[src/rtl/fetch_unit.sv]
// Instruction-fetch initiator: issues sequential word fetches under a credit limit,
// buffers in-order responses in a small prefetch FIFO and hands {pc, instr} to decode.
module fetch_unit #(
  parameter logic [31:0] RESET_PC   = 32'h0000_0000,
  parameter int unsigned FIFO_DEPTH = 2
) (
  input  logic        clk,
  input  logic        rst_n,
  input  logic        redirect_valid,
  input  logic [31:0] redirect_pc,
  output logic        imem_req_valid,
  input  logic        imem_req_ready,
  output logic [31:0] imem_req_addr,
  input  logic        imem_resp_valid,
  input  logic [31:0] imem_resp_data,
  output logic        out_valid,
  input  logic        out_ready,
  output logic [31:0] out_instr,
  output logic [31:0] out_pc
);

  localparam int unsigned CW = $clog2(FIFO_DEPTH + 1);
  localparam int unsigned SW = CW + 1;
  localparam int unsigned IW = $clog2(FIFO_DEPTH);

  typedef struct packed {
    logic [31:0] pc;
    logic [31:0] instr;
  } fetch_entry_t;

  fetch_entry_t   entries [FIFO_DEPTH];
  logic [31:0]    fetch_pc;
  logic [31:0]    resp_pc;
  logic [CW-1:0]  in_flight;
  logic [CW-1:0]  count;
  logic [CW-1:0]  drop_cnt;

  logic           pop;
  logic           push;
  logic           req_hs;
  logic           credit_ok;
  logic [SW-1:0]  used;
  logic [SW-1:0]  limit;
  logic [IW-1:0]  wr_idx;
  logic [31:0]    target_pc;

  // Credit: outstanding requests plus buffered entries never exceed FIFO_DEPTH
  always_comb begin
    used      = SW'(in_flight) + SW'(count);
    limit     = SW'(FIFO_DEPTH) + SW'(pop);
    credit_ok = used < limit;
  end

  assign out_valid      = (count != '0);
  assign pop            = out_valid & out_ready;
  assign imem_req_valid = rst_n & ~redirect_valid & credit_ok;
  assign imem_req_addr  = fetch_pc;
  assign req_hs         = imem_req_valid & imem_req_ready;
  assign push           = imem_resp_valid & (drop_cnt == '0) & ~redirect_valid;
  assign wr_idx         = IW'(count - CW'(pop));
  assign target_pc      = {redirect_pc[31:2], 2'b00};
  assign out_pc         = entries[0].pc;
  assign out_instr      = entries[0].instr;

  // Address, occupancy and stale-response bookkeeping
  always_ff @(posedge clk or negedge rst_n) begin
    if (!rst_n) begin
      fetch_pc  <= RESET_PC;
      resp_pc   <= RESET_PC;
      in_flight <= '0;
      count     <= '0;
      drop_cnt  <= '0;
    end else begin
      in_flight <= in_flight + CW'(req_hs) - CW'(imem_resp_valid);
      if (redirect_valid) begin
        fetch_pc <= target_pc;
        resp_pc  <= target_pc;
        count    <= '0;
        drop_cnt <= in_flight - CW'(imem_resp_valid);
      end else begin
        if (req_hs) begin
          fetch_pc <= fetch_pc + 32'd4;
        end
        if (push) begin
          resp_pc <= resp_pc + 32'd4;
        end
        count <= count + CW'(push) - CW'(pop);
        if (imem_resp_valid && (drop_cnt != '0)) begin
          drop_cnt <= drop_cnt - CW'(1);
        end
      end
    end
  end

  // Shift-register FIFO: entry 0 is always the head, so outputs come straight from flops
  always_ff @(posedge clk or negedge rst_n) begin
    if (!rst_n) begin
      for (int unsigned i = 0; i < FIFO_DEPTH; i++) begin
        entries[IW'(i)] <= '{pc: RESET_PC, instr: 32'h0};
      end
    end else if (!redirect_valid) begin
      if (pop) begin
        for (int unsigned i = 0; i + 1 < FIFO_DEPTH; i++) begin
          entries[IW'(i)] <= entries[IW'(i + 1)];
        end
      end
      if (push) begin
        entries[wr_idx] <= '{pc: resp_pc, instr: imem_resp_data};
      end
    end
  end

endmodule

[config.mk]
export PLATFORM = sky130hd
export DESIGN_NAME = fetch_unit
export DESIGN_NICKNAME = d
export VERILOG_FILES = /design/src/rtl/fetch_unit.sv
export SDC_FILE = /design/constraint.sdc
export NUM_CORES = 1
export LEC_CHECK = 0
export ABC_AREA = 1
export CAP_MARGIN = 20
export CORE_MARGIN = 5
export CORE_UTILIZATION = 59
export CTS_CLUSTER_DIAMETER = 30
export DETAILED_ROUTE_END_ITERATION = 7
export PLACE_DENSITY = 0.87
export SLEW_MARGIN = 25
export SYNTH_ARGS = -nofsm -noshare
export SYNTH_HDL_FRONTEND = slang
export SYNTH_SLANG_ARGS = --single-unit
[constraint.sdc]
create_clock -name clk -period 5.4 [get_ports clk]
set_clock_uncertainty 0.05 [all_clocks]
set_input_delay 0.54 -clock clk [delete_from_list [all_inputs] [get_ports clk]]
set_output_delay 0.54 -clock clk [all_outputs]
set_load 0.005 [all_outputs]
==> impl_metrics.toml <==
[die]
dieHeight_microns = 144
rows = 49
start_util_pct = 59.6
io_pins = 168
die_w_microns = 144
core-area_sq_um = 17800
dieArea_sq_um = 20800

[synthesis]
syn_area_sq_um = 10600
yosysTopAreaCellShare_pct = 45.2
synthXorXnorAreaFrac_pct = 1.32
yosysMostFrequentCell = "nand2_1"
syn_area_per_cell_sq_um = 7.63
synthMuxAreaShare_pct = 0
syn_inst = 1394
ys_top_cells_by_area = "dfrtp_1 (45%), nand2_1 (15%), nand3_1 (8.0%)"
synth_area_leader_cell = "dfrtp_1"
synthSimpleGateAreaFrac_pct = 29.4
synth_compound_area_share_pct = 10.5
ys_top_cells_by_count = "nand2_1 (413), dfrtp_1 (192), nand3_1 (169)"
synth_top_family_by_area = "simple AND/OR/NAND/NOR gates"
synth-async-reset-ratio_pct = 100
yosys.area_share.adder_pct = 1.25
synth_seq_area_share_pct = 45.2
synth_seq_cells = 192
yosys.cell_types.count = 41
synth_edf_count = 0
synth_warnings = 0
synthFlopType = "dfrtp_1"

[routing]
drtIter0Drc = 871
drt-pass1-iter-count = 5
wirelength_mm = 28.0
drc_errors = 0
vias = 9715
routed_via_density = 5.71
ant_nets = 0
wire_per_inst_microns = 16.5

[setup_path]
cp-end-kind = "flop"
reg2reg_from = "count[0]"
path_cells = "inv_2 -> nand2_4 -> nand2_4 -> inv_4 -> nand2_4 -> nand3_4 -> inv_2 -> nor3_1 -> nor3_1"
cp_common_cell = "nand2_4"
ff2ff_path_depth = 9
cp.arrival_ns = 3.22
worstReg2RegEnd = "out_pc[30]"
reg2reg_slack_ns = 2.48
max_stage_delay_ns = 0.65
worstPathRequired_ns = 5.70
startpoint_type = "flop"
critPathKind = "reg -> reg"
worstPathMaxFanout = 49
cp_slowest_cell = "inv_2"

[global_route]
grt.overflow.total = 0
antenna_found_initial = 0
grt_pass1_vias = 9096
grt.total_usage_pct = 27.3
grt_pass1_wl_mm = 45.3
grt_start_max_net_pins = 116

[clock_network]
clockBufferDepth = 2
numCtsBuffers = 17
cts.sinks = 192
cts-root-buf = "clkbuf_16"
clkSlewWorstSetupHoldPaths_ns = 0.07
htree_num_levels = 4
worst_skew_pair.late_latency_ns = 0.44
cts_tree = "done"
cts_resized = 0

[power]
cellPowerDensity_nw_per_um2 = 462
vdd_drop_max_mv = 0.253
p_leak_nw = 5.86

[sta]
fin_crit_ns = 2.92
finalSetupTns_ns = 0
min_period_over_period_pct = 54.0
drv_slew = 0
fin_ws_ns = 2.48
relSlewSlack_pct = 51.3
worstMarginPinSlew_ns = 0.729
fmax_mhz = 343
grt_setup_unrepaired = "no"
hold_violations = 0
setup_viol = 0

[final_layout]
post-route-cell-area_sq_um = 12400
drive_above_1_share_pct = 5.03
syn_to_final_growth_pct = 17.1
n_antenna_cell = 0
final_util_pct = 69.7
fin_nets = 1538

[placed_design]
io_buffers = 163
place_ws_ns = 2.15
hpwl_mm = 19.0
place.gp.congestion = 0.953
dpl_cell_area_sq_um = 11800

[min_path]
min_path_type = "reg -> reg"
worstHoldPathCells = 2
min_to = "entries[9]"
worst_hold_startpoint = "entries[9]"

[flow_run]
drv_cap = 0

[status]
status = "completed"
## critical path, delay by kind of cell (launching register included)
kind	cells	cell delay, ns
AND/OR/NAND/NOR	6	1.22
flip-flops	1	0.48
buffers and inverters	3	1.03
## layout by cell type (no fill, tap or decap), drive strengths merged
master / netlist / layout
o221ai: 4 / 4
nand3: 171 / 171
a21oi: 33 / 33
clkdlybuf4s50: 0 / 161
conb: 1 / 2
a31oi: 6 / 6
clkbuf: 16 / 19
clkinvlp: 0 / 1
a21boi: 1 / 1
clkinv: 0 / 6
bufinv: 0 / 3
o22ai: 1 / 1
dfrtp: 192 / 192
xnor2: 4 / 4
or2: 4 / 4
nor3b: 1 / 1
buf: 111 / 8
ha: 9 / 9
inv: 129 / 133
o21ai: 88 / 88
and2: 1 / 1
nor2: 105 / 105
xor2: 12 / 12
o211ai: 40 / 40
dlygate4sd3: 0 / 1
nand3b: 1 / 1
nand2: 423 / 423
a22oi: 16 / 16
nand4: 12 / 12
nor3: 10 / 10
and3: 1 / 1
o21bai: 1 / 1
fa: 1 / 1
## cells by family after synthesis
group | after synthesis
other cells | 1
compound gates | 190
simple gates | 729
flops | 192
xor+xnor | 16
buf+inv | 256
fa+ha+maj | 10
## cell type report
class	count	area, sq um
multi-input cells	947	4540
flip-flops and latches	192	4800
fillers	1385	5400
inverters	129	487
clock buffers	18	429
well taps	229	287
clock inverters	14	178
repair buffers	171	1720
## flip-flops by register name, indices dropped and copies added, names as in the netlist
signal         flops
out_pc            32
imem_req_addr     30
out_instr         32
count              2
entries           62
resp_pc           30
drop_cnt           2
in_flight          2
## report_power, final
| group | leakage, nW | internal (mW) | switching, mW | total [mW] |
|---|---|---|---|---|
| combinational | 3.19 | 0.965 | 1.10 | 2.07 |
| clock | 0.296 | 0.736 | 0.576 | 1.31 |
| sequential | 2.38 | 1.97 | 0.398 | 2.37 |
## stage by stage
step | std cells | hold slack, ns | total power [mW]
2_1_floorplan | 1395 | 0.194 | 3.75
3_3_place_gp | 1666 | 0.403 | 4.32
3_5_place_dp | 1666 | 0.409 | 4.42
4_1_cts | 1698 | 0.214 | 5.75
5_1_grt | 1700 | 0.453 | 6.15
6_report | 1700 | 0.427 | 5.75
## worst max path at each step
stage                                from        endpoint
after floorplan                  count[0]    in_flight[1]
after global placement    imem_resp_valid      out_pc[30]
after global routing             count[0]      out_pc[30]
final                            count[0]      out_pc[30]
after CTS                        count[0]  imem_req_valid
after detailed placement  imem_resp_valid   out_instr[22]
## per-layer routing
layer	GRT usage, %	up-vias	share of wire (%)
met5	0	-	0
met4	10.7	0	2.5
met3	4.37	51	8.5
met2	41.6	479	46
met1	39.5	4592	43
li1	-	4593	-
## what timing repair did
action	in CTS	in global routing
hold buffers	0	1
hold endpoints to repair	0	27
setup buffers	0	0
Note: power is estimated with default switching activity, not from simulation.
